<file path="src/rtl/ocs_slot_scheduler.sv">
// Round-robin slot scheduler for a 4x4 optical circuit switch.
// Optional grant timeout: define OCS_SCHED_TIMEOUT_EN.
module ocs_slot_scheduler #(
   parameter int unsigned P_GUARD   = 4,
   parameter int unsigned P_SLOT    = 16,
   parameter int unsigned P_TIMEOUT = 64
) (
   input  logic       i_clk,
   input  logic       i_rst_n,
   input  logic [3:0] i_port_req,
   input  logic [7:0] i_port_dst,
   output logic [7:0] o_4x4_req,
   output logic       o_4x4_valid,
   input  logic       i_grant_valid,
   output logic       o_config_end,
   output logic [3:0] o_port_ack,
   output logic       o_busy,
   output logic       o_err
);

   typedef enum logic [2:0] {
      S_IDLE,
      S_MATCH,
      S_ISSUE,
      S_WAIT_GNT,
      S_GUARD,
      S_SLOT,
      S_END
   } state_t;

   localparam logic [15:0] GUARD_LAST = 16'(P_GUARD - 1);
   localparam logic [15:0] SLOT_LAST  = 16'(P_SLOT - 1);

   if (P_GUARD < 1 || P_GUARD > 255 || P_SLOT < 1 || P_SLOT > 65535 ||
       P_TIMEOUT < 1 || P_TIMEOUT > 65535) begin : g_param_check
      $error("ocs_slot_scheduler: parameter out of legal range");
   end

   state_t          state;
   logic [1:0]      ptr;
   logic [3:0]      req_q;
   logic [3:0][1:0] dst_q;
   logic [15:0]     cnt;
   logic [3:0]      ack_q;

   logic [3:0][1:0] match_perm;
   logic [3:0]      match_ack;
   logic [3:0]      taken;
   logic [1:0]      vis;
   logic            found;

`ifdef OCS_SCHED_TIMEOUT_EN
   localparam logic [15:0] TMO_LAST = 16'(P_TIMEOUT - 1);
   logic [15:0] tmo_cnt;
`else
   assign o_err = 1'b0;
`endif

   always_comb begin
      match_perm = '0;
      match_ack  = '0;
      taken      = '0;
      vis        = '0;
      found      = 1'b0;
      for (int unsigned i = 0; i < 4; i++) begin
         vis = ptr + 2'(i);
         if (req_q[vis] && !taken[dst_q[vis]]) begin
            taken[dst_q[vis]] = 1'b1;
            match_ack[vis]    = 1'b1;
            match_perm[vis]   = dst_q[vis];
         end
      end
      // Unmatched inputs take the lowest free outputs so the switch always sees a permutation.
      for (int unsigned k = 0; k < 4; k++) begin
         found = 1'b0;
         if (!match_ack[2'(k)]) begin
            for (int unsigned o = 0; o < 4; o++) begin
               if (!found && !taken[2'(o)]) begin
                  found            = 1'b1;
                  taken[2'(o)]     = 1'b1;
                  match_perm[2'(k)] = 2'(o);
               end
            end
         end
      end
   end

   always_ff @(posedge i_clk or negedge i_rst_n) begin
      if (!i_rst_n) begin
         state        <= S_IDLE;
         ptr          <= '0;
         req_q        <= '0;
         dst_q        <= '0;
         cnt          <= '0;
         ack_q        <= '0;
         o_4x4_req    <= '0;
         o_4x4_valid  <= 1'b0;
         o_config_end <= 1'b0;
         o_port_ack   <= '0;
         o_busy       <= 1'b0;
`ifdef OCS_SCHED_TIMEOUT_EN
         o_err        <= 1'b0;
         tmo_cnt      <= '0;
`endif
      end else begin
         o_4x4_valid  <= 1'b0;
         o_config_end <= 1'b0;
`ifdef OCS_SCHED_TIMEOUT_EN
         o_err        <= 1'b0;
`endif
         case (state)
            S_IDLE: begin
               if (|i_port_req) begin
                  state  <= S_MATCH;
                  req_q  <= i_port_req;
                  dst_q  <= i_port_dst;
                  o_busy <= 1'b1;
               end
            end
            S_MATCH: begin
               state       <= S_ISSUE;
               o_4x4_req   <= match_perm;
               ack_q       <= match_ack;
               o_4x4_valid <= 1'b1;
            end
            S_ISSUE: begin
               cnt <= '0;
`ifdef OCS_SCHED_TIMEOUT_EN
               tmo_cnt <= '0;
`endif
               state <= i_grant_valid ? S_GUARD : S_WAIT_GNT;
            end
            S_WAIT_GNT: begin
               if (i_grant_valid) begin
                  state <= S_GUARD;
                  cnt   <= '0;
               end
`ifdef OCS_SCHED_TIMEOUT_EN
               else if (tmo_cnt == TMO_LAST) begin
                  state     <= S_IDLE;
                  o_err     <= 1'b1;
                  o_busy    <= 1'b0;
                  o_4x4_req <= '0;
               end else begin
                  tmo_cnt <= tmo_cnt + 16'd1;
               end
`endif
            end
            S_GUARD: begin
               if (cnt == GUARD_LAST) begin
                  cnt        <= '0;
                  state      <= S_SLOT;
                  o_port_ack <= ack_q;
               end else begin
                  cnt <= cnt + 16'd1;
               end
            end
            S_SLOT: begin
               if (cnt == SLOT_LAST) begin
                  cnt          <= '0;
                  state        <= S_END;
                  o_port_ack   <= '0;
                  o_config_end <= 1'b1;
               end else begin
                  cnt <= cnt + 16'd1;
               end
            end
            S_END: begin
               state     <= S_IDLE;
               ptr       <= ptr + 2'd1;
               o_4x4_req <= '0;
               o_busy    <= 1'b0;
            end
            default: begin
               state <= S_IDLE;
            end
         endcase
      end
   end

endmodule

</file>
<file path="config.mk">
export PLATFORM = sky130hd
export DESIGN_NAME = ocs_slot_scheduler
export DESIGN_NICKNAME = d
export VERILOG_FILES = /design/src/rtl/ocs_slot_scheduler.sv
export SDC_FILE = /design/constraint.sdc
export NUM_CORES = 1
export LEC_CHECK = 0
export CORE_MARGIN = 1
export CORE_UTILIZATION = 64
export DETAILED_ROUTE_END_ITERATION = 12
export PLACE_DENSITY = 0.86
export SYNTH_ARGS = -nofsm -noshare
export SYNTH_HDL_FRONTEND = slang
export SYNTH_SLANG_ARGS = --single-unit
export TNS_END_PERCENT = 1
</file>
<file path="constraint.sdc">
create_clock -name i_clk -period 6 [get_ports i_clk]
set_input_delay 1.2 -clock i_clk [delete_from_list [all_inputs] [get_ports i_clk]]
set_output_delay 1.2 -clock i_clk [all_outputs]
set_load 0.02 [all_outputs]
</file>
==> impl_metrics.csv <==
group,metric,value,unit
critical_path,cp.arrival,4.50,ns
global_route,grt_pass1_wl,15900,microns
floorplanning,die_area,6500,sq um
critical_path,path_class,"register to register",
global_route,grt_max_degree,53,
synth,synth_top_area_share,32.9,%
routing,dr.pass1.iters,5,
global_route,grt_use_total,31.5,%
floorplanning,io_pins,31,
floorplanning,rows,28,
hold_path,hold_depth,2,
job,maxCapViolCount,0,
clocking,hold_buffers,0,
clocking,clockBufferDepth,2,
clocking,cts_resized,0,
timing,post-route-min-period,4.30,ns
critical_path,worstPathMaxFanout,16,
floorplanning,die_x,80.6,microns
timing,rsz0062_at_grt,"no",
critical_path,r2r_slack,1.70,ns
synth,syn_avg_cell_area,8.65,sq um
synth,yosys_warnings,0,
timing,fin_crit_sh,71.6,%
finish,fillers,476,
critical_path,slowest_delay,0.67,ns
timing,worst_pin_slew,1.13,ns
floorplanning,start_util,66.4,%
finish,multi_input_area,2440,sq um
synth,synth_edf_count,0,
hold_path,hold_path_end,"ack_q[0]",
routing,drt_iter0_markers,361,
place,dpl.hpwl,7030,microns
synth,syn_nets,479,
global_route,grt-ovfl-total,0,
synth,synth_ff_type,"dfrtp_1",
synth,synth.distinct_cells,75,
clocking,htreeDepth,2,
floorplanning,die_h,80.6,microns
clocking,clock_sinks,52,
finish,seqCellArea,1300,sq um
critical_path,reg2reg_from,"ptr[0]",
finish,num-nets-final,491,
timing,slew_headroom,24.4,%
place,port_buffers,29,
routing,ant_nets,0,
hold_path,min_path_type,"register to register",
critical_path,cp_data_required_time,6.21,ns
routing,wl_per_cell,17.4,microns
critical_path,cp_slowest_cell,"mux4_2",
finish,drive_gt1_share,10.4,%
timing,slew_viol_final,0,
routing,routed_wirelength,9470,microns
routing,avgViaCountPerCell,6.63,
finish,syn_to_final_growth,9.43,%
global_route,antenna_found_initial,0,
global_route,met3_usage,6.48,%
critical_path,r2r_cells,13,
global_route,grt_most_used_layer,"met2",
timing,fmax,0.233,GHz
global_route,grt_pass1_vias,3395,
clocking,cts_tree,"done",
synth,ys_seq_area_share,32.9,%
timing,setup_violations,0,
synth,async_reset_ff_share,100,%
synth,ys_ff_latch,52,
critical_path,cp_cell_sequence,"buf_4 > inv_1 > ha_1 > mux4_2 > xor2_2 > o21bai_4 > o31ai_4 > nor2_4 > a221oi_4 > a22oi_1 > o211ai_1 > o41ai_1 > a32o_1",
timing,fin_tns_setup,0,ns
routing,vias,3606,
floorplanning,core_region_area,5960,sq um
clocking,cts-root-buf,"clkbuf_8",
hold_path,min-delay-start,"ack_q[0]",
timing,clock_skew,0.0124,ns
global_route,use_met1,42.0,%
place,gp_routability_congestion,0.955,
clocking,clk_pin_slew_worst_paths,0.10,ns
global_route,grt_use_met2,51.1,%
synth,synthCells,457,
critical_path,critPathLaunchType,"register",
critical_path,end_kind,"register",
critical_path,crit_buf_inv,2,
run_status,status,"finished, final reports clean",
critical_path,path_delay_family,"compound AO/OA/AOI/OAI gates",
synth,synth_top_cell_by_area,"dfrtp_1",
synth,netlist_area,3960,sq um
clocking,numCtsBuffers,5,
finish,antenna_cells,0,
clocking,postCtsSetupBuffers,0,
timing,finalHoldViolations,0,
synth,synthTopCellsByArea,"dfrtp_1, nand2_1, mux4_2",
routing,drc,0,
critical_path,r2r-end,"o_4x4_req[7]",
clocking,clk_latency,0.31,ns
[worst max-delay path by stage]
stage | start | endpoint | slack [ns] | cells past startpoint
2_1_floorplan | ptr[0] | o_4x4_req[7] | 2.24 | 16
3_3_place_gp | ptr[0] | o_4x4_req[7] | 1.91 | 13
3_5_place_dp | ptr[0] | o_4x4_req[7] | 1.77 | 13
4_1_cts | ptr[0] | o_4x4_req[7] | 1.71 | 13
5_1_grt | ptr[0] | o_4x4_req[7] | 1.37 | 13
6_report | ptr[0] | o_4x4_req[7] | 1.70 | 13
[metrics by stage]
stage                     cell area, sq um  cells  utilization [%]  setup slack [ns]  hold slack (ns)
after floorplan                       3960    457                -              2.24            0.445
after global placement                4200    537             70.5              1.91            0.460
after detailed placement              4200    537             70.5              1.77            0.470
after CTS                             4330    544             72.7              1.71            0.495
after global routing                  4330    544             72.7              1.37            0.516
final                                 4330    544             72.7              1.70            0.493
[flip-flops by register name, summed over array words and instances, names as in the netlist, 2 cells and up]
signal and count:
ack_q 4, cnt 16, dst_q 8, o_4x4_req 8, o_port_ack 4, ptr 2
req_q 4, state 3
[layout by cell type, fill, tap and decap left out, types with 6 or more instances in the layout]
master,n
nand2_1,78
dfrtp_1,52
nor2_1,41
o21ai_0,30
nand3_1,28
clkdlybuf4s50_1,28
inv_1,18
a21oi_1,17
mux4_2,12
xor2_1,11
xnor2_1,9
nor3_1,7
and2_1,7
ha_1,7
nand4_1,6
a22o_1,6
o21ai_1,6
mux2_2,6
[tightest hold or removal path: stages (launching register included)]
cell and delay [ns]:
dfrtp_1 0.35, nand2_1 0.05, o21ai_0 0.06
[cell type report]
class / instances / share of cell area, %
Timing Repair Buffer: 30 / 6.76
Sequential cell: 52 / 30.1
Inverter: 19 / 1.65
Multi-Input combinational cell: 361 / 56.4
Clock buffer: 5 / 1.59
Tap cell: 75 / 2.17
Clock inverter: 2 / 1.39
[synthesized netlist by cell type, types with 3 or more instances]
cell type / count
and3_1: 4
a2bb2oi_1: 3
nor2_2: 3
o21ai_1: 6
a22o_1: 6
nand2b_1: 4
nor2_1: 41
nor3_1: 7
o21ai_0: 30
a21o_1: 3
dfrtp_1: 52
mux2i_1: 5
a21oi_1: 17
and2_1: 7
buf_2: 6
mux2_2: 6
ha_1: 7
xnor2_1: 9
mux4_2: 12
a221oi_1: 3
nand4_1: 6
o211ai_1: 3
buf_6: 5
a31oi_1: 4
clkbuf_1: 11
xor2_1: 11
inv_1: 18
o22ai_1: 4
nand3_1: 28
nand2_1: 78
[cells by family after synthesis]
logic type	Yosys count	share of synthesized area, %
xor+xnor	22	5.25
compound gates	115	21.6
mux	23	9.81
buf+inv	44	5.41
fa+ha+maj	8	2.50
flops	52	32.9
other cells	1	0.0948
simple gates	192	22.4
[per-layer routing]
metal / vias to the layer above / wire, microns
li1: 1672 / -
met1: 1740 / 4150
met2: 173 / 4570
met3: 21 / 573
met4: 0 / 179
met5: - / 0
Power is not shown: default switching activity piles up to over one toggle a cycle in this logic, so the estimate is an artifact.
